--- config.mk ---
export PLATFORM = sky130hd
export DESIGN_NAME = pcie_tx_stream_arbiter_flat
export DESIGN_NICKNAME = d
export VERILOG_FILES = /design/src/rtl/pcie_tx_stream_arbiter_if.sv /design/src/rtl/pcie_tx_stream_arbiter.sv /design/src/flat_wrapper.sv
export SDC_FILE = /design/constraint.sdc
export NUM_CORES = 1
export LEC_CHECK = 0
export BUFFER_PORTS_ARGS = -buffer_cell sky130_fd_sc_hd__buf_4
export CORE_AREA = 2 2 92 94
export DETAILED_ROUTE_END_ITERATION = 16
export DIE_AREA = 0 0 94 96
export PLACE_DENSITY = 0.78
export SLEW_MARGIN = 20
export SYNTH_ARGS = -nofsm -noshare
export SYNTH_HDL_FRONTEND = slang
export SYNTH_SLANG_ARGS = --single-unit
--- constraint.sdc ---
create_clock -name clk -period 5.2 [get_ports clk]
set_clock_uncertainty 0.05 [all_clocks]
set_input_delay 1.04 -clock clk [delete_from_list [all_inputs] [get_ports clk]]
set_output_delay 1.04 -clock clk [all_outputs]
set_load 0.03 [all_outputs]
--- src/rtl/pcie_tx_stream_arbiter_if.sv ---
// Stream bundle between the two TX sources, the arbiter and the 64-to-32 converter.
// master = environment side (drives sources, sinks the merged stream); slave = arbiter side.
interface pcie_tx_stream_arbiter_if;
  logic [63:0] i_s0_data;
  logic        i_s0_valid;
  logic        i_s0_last;
  logic        o_s0_ready;
  logic [63:0] i_s1_data;
  logic        i_s1_valid;
  logic        i_s1_last;
  logic        o_s1_ready;
  logic [63:0] o_64_data;
  logic        o_64_valid;
  logic        o_64_last;
  logic        i_64_ready;

  modport master (
    output i_s0_data, i_s0_valid, i_s0_last,
    input  o_s0_ready,
    output i_s1_data, i_s1_valid, i_s1_last,
    input  o_s1_ready,
    input  o_64_data, o_64_valid, o_64_last,
    output i_64_ready
  );

  modport slave (
    input  i_s0_data, i_s0_valid, i_s0_last,
    output o_s0_ready,
    input  i_s1_data, i_s1_valid, i_s1_last,
    output o_s1_ready,
    output o_64_data, o_64_valid, o_64_last,
    input  i_64_ready
  );
endinterface

--- src/rtl/pcie_tx_stream_arbiter.sv ---
// Two-source packet arbiter feeding the 64-to-32 converter; round-robin ties, or source 0
// always wins ties when PCIE_TX_ARB_FIXED_PRIORITY_EN is defined. Data path is combinational.
module pcie_tx_stream_arbiter #(
  parameter int COUNT_WIDTH = 16
) (
  input  logic                   clk,
  input  logic                   rst,
  pcie_tx_stream_arbiter_if.slave bus,
  output logic [1:0]             o_grant,
  output logic                   o_busy,
  output logic [COUNT_WIDTH-1:0] o_s0_pkt_count,
  output logic [COUNT_WIDTH-1:0] o_s1_pkt_count
);

  typedef enum logic [1:0] {
    IDLE  = 2'b00,
    XFER0 = 2'b01,
    XFER1 = 2'b10
  } state_t;

  state_t                 state;
  state_t                 state_nxt;
  logic                   last_served;
  logic [COUNT_WIDTH-1:0] cnt0;
  logic [COUNT_WIDTH-1:0] cnt1;
  logic                   done0;
  logic                   done1;
  logic                   s0_wins_tie;

`ifdef PCIE_TX_ARB_FIXED_PRIORITY_EN
  assign s0_wins_tie = 1'b1;
`else
  // last_served==1 means source 1 went last, so source 0 is next in line.
  assign s0_wins_tie = last_served;
`endif

  always_ff @(posedge clk) begin
    if (rst) begin
      state       <= IDLE;
      last_served <= 1'b1;
      cnt0        <= '0;
      cnt1        <= '0;
    end else begin
      state <= state_nxt;
      if (done0) begin
        last_served <= 1'b0;
        cnt0        <= cnt0 + COUNT_WIDTH'(1);
      end
      if (done1) begin
        last_served <= 1'b1;
        cnt1        <= cnt1 + COUNT_WIDTH'(1);
      end
    end
  end

  always_comb begin
    state_nxt      = state;
    done0          = 1'b0;
    done1          = 1'b0;
    bus.o_64_data  = '0;
    bus.o_64_valid = 1'b0;
    bus.o_64_last  = 1'b0;
    bus.o_s0_ready = 1'b0;
    bus.o_s1_ready = 1'b0;
    o_grant        = 2'b00;
    o_busy         = 1'b0;
    o_s0_pkt_count = cnt0;
    o_s1_pkt_count = cnt1;

    case (state)
      IDLE: begin
        if (bus.i_s0_valid && (!bus.i_s1_valid || s0_wins_tie))
          state_nxt = XFER0;
        else if (bus.i_s1_valid)
          state_nxt = XFER1;
      end
      XFER0: begin
        bus.o_64_data  = bus.i_s0_data;
        bus.o_64_valid = bus.i_s0_valid;
        bus.o_64_last  = bus.i_s0_last;
        bus.o_s0_ready = bus.i_64_ready;
        o_grant        = 2'b01;
        o_busy         = 1'b1;
        // Grant is only released by an accepted last beat, never by a valid gap.
        if (bus.i_s0_valid && bus.i_64_ready && bus.i_s0_last) begin
          state_nxt = IDLE;
          done0     = 1'b1;
        end
      end
      XFER1: begin
        bus.o_64_data  = bus.i_s1_data;
        bus.o_64_valid = bus.i_s1_valid;
        bus.o_64_last  = bus.i_s1_last;
        bus.o_s1_ready = bus.i_64_ready;
        o_grant        = 2'b10;
        o_busy         = 1'b1;
        if (bus.i_s1_valid && bus.i_64_ready && bus.i_s1_last) begin
          state_nxt = IDLE;
          done1     = 1'b1;
        end
      end
      default: state_nxt = IDLE;
    endcase

    // Reset aborts any packet at once: every output reads zero and nothing is counted.
    if (rst) begin
      done0          = 1'b0;
      done1          = 1'b0;
      bus.o_64_data  = '0;
      bus.o_64_valid = 1'b0;
      bus.o_64_last  = 1'b0;
      bus.o_s0_ready = 1'b0;
      bus.o_s1_ready = 1'b0;
      o_grant        = 2'b00;
      o_busy         = 1'b0;
      o_s0_pkt_count = '0;
      o_s1_pkt_count = '0;
    end
  end

endmodule

--- src/flat_wrapper.sv ---
// flat-port wrapper written by rule: the top's interface ports become plain ports
module pcie_tx_stream_arbiter_flat 
#(
  parameter int COUNT_WIDTH = 16
)
  (clk, rst, o_grant, o_busy, o_s0_pkt_count, o_s1_pkt_count, bus_i_s0_data, bus_i_s0_valid, bus_i_s0_last, bus_o_s0_ready, bus_i_s1_data, bus_i_s1_valid, bus_i_s1_last, bus_o_s1_ready, bus_o_64_data, bus_o_64_valid, bus_o_64_last, bus_i_64_ready);
  pcie_tx_stream_arbiter_if bus_i ();
  input  logic clk;
  input  logic rst;
  output logic [1:0] o_grant;
  output logic o_busy;
  output logic [COUNT_WIDTH-1:0] o_s0_pkt_count;
  output logic [COUNT_WIDTH-1:0] o_s1_pkt_count;
  input wire logic [$bits(bus_i.i_s0_data)-1:0] bus_i_s0_data;
  input wire logic [$bits(bus_i.i_s0_valid)-1:0] bus_i_s0_valid;
  input wire logic [$bits(bus_i.i_s0_last)-1:0] bus_i_s0_last;
  output wire logic [$bits(bus_i.o_s0_ready)-1:0] bus_o_s0_ready;
  input wire logic [$bits(bus_i.i_s1_data)-1:0] bus_i_s1_data;
  input wire logic [$bits(bus_i.i_s1_valid)-1:0] bus_i_s1_valid;
  input wire logic [$bits(bus_i.i_s1_last)-1:0] bus_i_s1_last;
  output wire logic [$bits(bus_i.o_s1_ready)-1:0] bus_o_s1_ready;
  output wire logic [$bits(bus_i.o_64_data)-1:0] bus_o_64_data;
  output wire logic [$bits(bus_i.o_64_valid)-1:0] bus_o_64_valid;
  output wire logic [$bits(bus_i.o_64_last)-1:0] bus_o_64_last;
  input wire logic [$bits(bus_i.i_64_ready)-1:0] bus_i_64_ready;
  assign bus_i.i_s0_data = bus_i_s0_data;
  assign bus_i.i_s0_valid = bus_i_s0_valid;
  assign bus_i.i_s0_last = bus_i_s0_last;
  assign bus_o_s0_ready = bus_i.o_s0_ready;
  assign bus_i.i_s1_data = bus_i_s1_data;
  assign bus_i.i_s1_valid = bus_i_s1_valid;
  assign bus_i.i_s1_last = bus_i_s1_last;
  assign bus_o_s1_ready = bus_i.o_s1_ready;
  assign bus_o_64_data = bus_i.o_64_data;
  assign bus_o_64_valid = bus_i.o_64_valid;
  assign bus_o_64_last = bus_i.o_64_last;
  assign bus_i.i_64_ready = bus_i_64_ready;
  pcie_tx_stream_arbiter #(.COUNT_WIDTH(COUNT_WIDTH)) u_core (.clk(clk), .rst(rst), .bus(bus_i), .o_grant(o_grant), .o_busy(o_busy), .o_s0_pkt_count(o_s0_pkt_count), .o_s1_pkt_count(o_s1_pkt_count));
endmodule
==> metrics.md <==
| Metric | Value |
|---|---|
| Maximum clock insertion buffer count | 2 |
| Storage element area | 701 sq um |
| Worst Path Buf+Inv | 3 |
| Post-CTS Setup Bufs | 0 |
| Seq/Total Area, Yosys | 25.4% |
| Mapped cell area | 0.00275 sq mm |
| Max IR drop VDD | 0.0957 mV |
| GR Util All Layers | 21.2% |
| Layer with the highest usage | met2 |
| DRC violations left | 0 |
| Clock Power Share | 24.1% |
| Slew Limit Headroom | 34.9% |
| Warnings from Yosys | 0 |
| Post-CTS Hold Fix Bufs | 0 |
| Crit end category | primary output |
| Comb pwr share | 45.8% |
| CTS tree | done |
| Pwr/cell area | 195 mW/mm^2 |
| Drt via density | 5.25 |
| Multi-input gate area | 0.00189 sq mm |
| Crit-path leading delay family | adder cells |
| Post-synth net total | 524 |
| Synth async-reset ratio | 0% |
| P_int | 568 uW |
| Clock buffer count from CTS | 5 |
| WS Path Type | register to primary output |
| CP max stage cell | ha_2 |
| Ant. Diodes | 0 |
| Top cells by area, synth | dfxtp_1 (25%), a22oi_1 (18%), nor2_1 (13%), nor2b_1 (6.1%), xnor2_1 (3.2%) |
| Clock sinks | 35 |
| Post-CTS sizing | 0 |
| Slew @ Worst Pin | 977 ps |
| Biggest area consumer among synthesized cells | dfxtp_1 |
| Antenna violations before repair | 0 |
| Slowest stage delay, CP | 830 ps |
| DRT Pass-1 Iters | 6 |
| Crit-path cells | inv_1 -> ha_2 -> buf_4 -> a22oi_1 -> nor2_1 -> buf_4 |
| Hold WS | 429 ps |
| Status | finished, final reports clean |
| Post-synth EDFFs | 0 |
| Die height | 96 microns |
| H-Tree Depth | 2 |
| Maxcap violations | 0 |
| Setup TNS | 0 ps |
| Largest net degree at the start of global routing | 72 |
| Leak pwr | 0.00215 uW |
| FP Rows | 33 |
| Final Net Count | 740 |
| Seq pwr share | 30.1% |
| Critical Path AT | 2460 ps |
| RSZ-0062 raised after global routing | false |
| Routed wire length | 10700 microns |
| Mapped Cells | 384 |
| Worst Hold Class | register to register |
| Die Wd | 94 microns |
| Met3 Use GR | 5.01% |
| Number of global-route vias before repair | 3161 |
| First-pass GRT wire length | 15400 microns |
| Post-synthesis cell type count | 42 |
| Share of cells above drive strength 1 | 44.6% |
| I/O Pins | 238 |
| Via Count | 3705 |
| Hold Vio Cnt, Final | 0 |
| Final Critical Period | 3550 ps |
| Seq cells post-synth | 35 |
| Fin crit share | 68.3% |
| Fmax | 0.282 GHz |
| Number of DRC markers in iteration 0 | 226 |
| Met2 global-route usage | 34.1% |
| Top cell by count, worst path | buf_4 |
| Share of the synthesized area in the top cell type | 25.4% |
| Routed Antenna Nets | 0 |
| List of most frequent post-synthesis cells | nor2_1 (95), a22oi_1 (66), dfxtp_1 (35) |
| Grt ovf | 0 |
| Core ar. | 0.00805 sq mm |
| Fill cells | 724 |
| Syn Area/Cell | 7.17 sq um |
| Count leader, synth | nor2_1 |
| Worst Path Required | 4110 ps |
| Worst-Skew Late Latency | 290 ps |
| Switch Pwr | 344 uW |
| Clock Tree Root | clkbuf_8 |
| Max Slew Vio Count | 0 |
| Die area | 0.00902 sq mm |
| Area Growth Syn to Fin | 70.2% |
| RD Place Congestion | 0.817 |
| Sw Ratio | 37.7% |
| Crit path launch type | register |
| M1 GR Usage | 28.1% |
| Worst-path clk slew | 70 ps |
| Wire per inst | 15.1 microns |
| Main synth FF type | dfxtp_1 |
| Port Buf Inserts | 237 |
| Maximum fanout along the worst path | 51 |
| Dpl hpwl | 8550 microns |
| Final Setup Violations | 0 |
| Initial Util | 34.2% |
[flip-flops by register name, indices dropped and copies added (netlist names)]
name                cells
u_core.state            2
u_core.cnt1            16
u_core.last_served      1
u_core.cnt0            16
[worst paths after layout]
check                                                   from                            to  slack [ps]  cells past startpoint
worst min-delay path            u_core.cnt1[15]$_SDFFE_PP0P_  u_core.cnt1[15]$_SDFFE_PP0P_         430                      2
worst min register to register  u_core.cnt1[15]$_SDFFE_PP0P_  u_core.cnt1[15]$_SDFFE_PP0P_         430                      2
worst max register to register  u_core.state[1]$_SDFFE_PP0P_  u_core.cnt0[15]$_SDFFE_PP0P_        2410                      6
worst max-delay path            u_core.state[1]$_SDFFE_PP0P_             bus_o_64_data[23]        1650                      6
[layout by cell type, fill, tap and decap left out, drive strengths merged, types with 2 or more instances in the layout]
| cell type | instances |
|---|---|
| nor4 | 2 |
| mux2 | 7 |
| buf | 242 |
| xor2 | 4 |
| inv | 12 |
| nand4 | 10 |
| nor3 | 8 |
| nor2b | 27 |
| nand2b | 2 |
| a22oi | 66 |
| and4 | 4 |
| clkbuf | 8 |
| xnor2 | 10 |
| nor2 | 95 |
| or4 | 8 |
| ha | 5 |
| nand2 | 14 |
| and3 | 2 |
| o21ai | 10 |
| nand3 | 6 |
| nand4b | 3 |
| or3 | 3 |
| a21oi | 5 |
| o31ai | 4 |
| dfxtp | 35 |
[cell type report]
type / instances / share of cell area, %
clock buffers: 8 / 2.14
inverters: 12 / 0.961
multi-input cells: 304 / 40.4
flip-flops and latches: 35 / 14.9
well taps: 105 / 2.80
repair buffers: 242 / 38.8
[per-layer routing]
layer / vias up / routed length [microns] / part of all wire, %
met3: 19 / 844 / 7.9
met5: - / 0 / 0
met2: 168 / 5270 / 49
met1: 1713 / 4310 / 40
met4: 0 / 233 / 2.2
li1: 1805 / - / -
[per-stage QoR]
| step | instances | util (%) | setup WS [ps] | area, sq um | total power, uW |
|---|---|---|---|---|---|
| 6_report | 706 | 58.2 | 1650 | 4690 | 912 |
| 5_1_grt | 706 | 58.2 | 1520 | 4690 | 964 |
| 4_1_cts | 706 | 58.1 | 1670 | 4680 | 911 |
| 3_5_place_dp | 698 | 56.9 | 1720 | 4580 | 695 |
| 3_3_place_gp | 698 | 56.9 | 1770 | 4580 | 688 |
| 2_1_floorplan | 384 | - | 2030 | 2750 | 521 |
[power by group through the flow]
stage	clock [uW]	sequential, uW	combinational [uW]
2_1_floorplan	0	279	242
3_3_place_gp	0	280	409
3_5_place_dp	0	280	415
4_1_cts	222	274	415
5_1_grt	237	274	452
6_report	220	274	418
[tightest hold or removal path, delay by kind of cell, from the launching register on]
family         cells  cell delay (ps)
flip-flops         1              310
AO/OA/AOI/OAI      2              110
[logic make-up after synthesis]
kind of cell    share of synthesized area (%)
simple gates                             35.3
flops                                    25.4
mux                                      3.36
compound gates                           22.8
fa+ha+maj                                2.27
xor+xnor                                 4.45
buf+inv                                  6.41
Note: power is estimated with default switching activity, not from simulation.
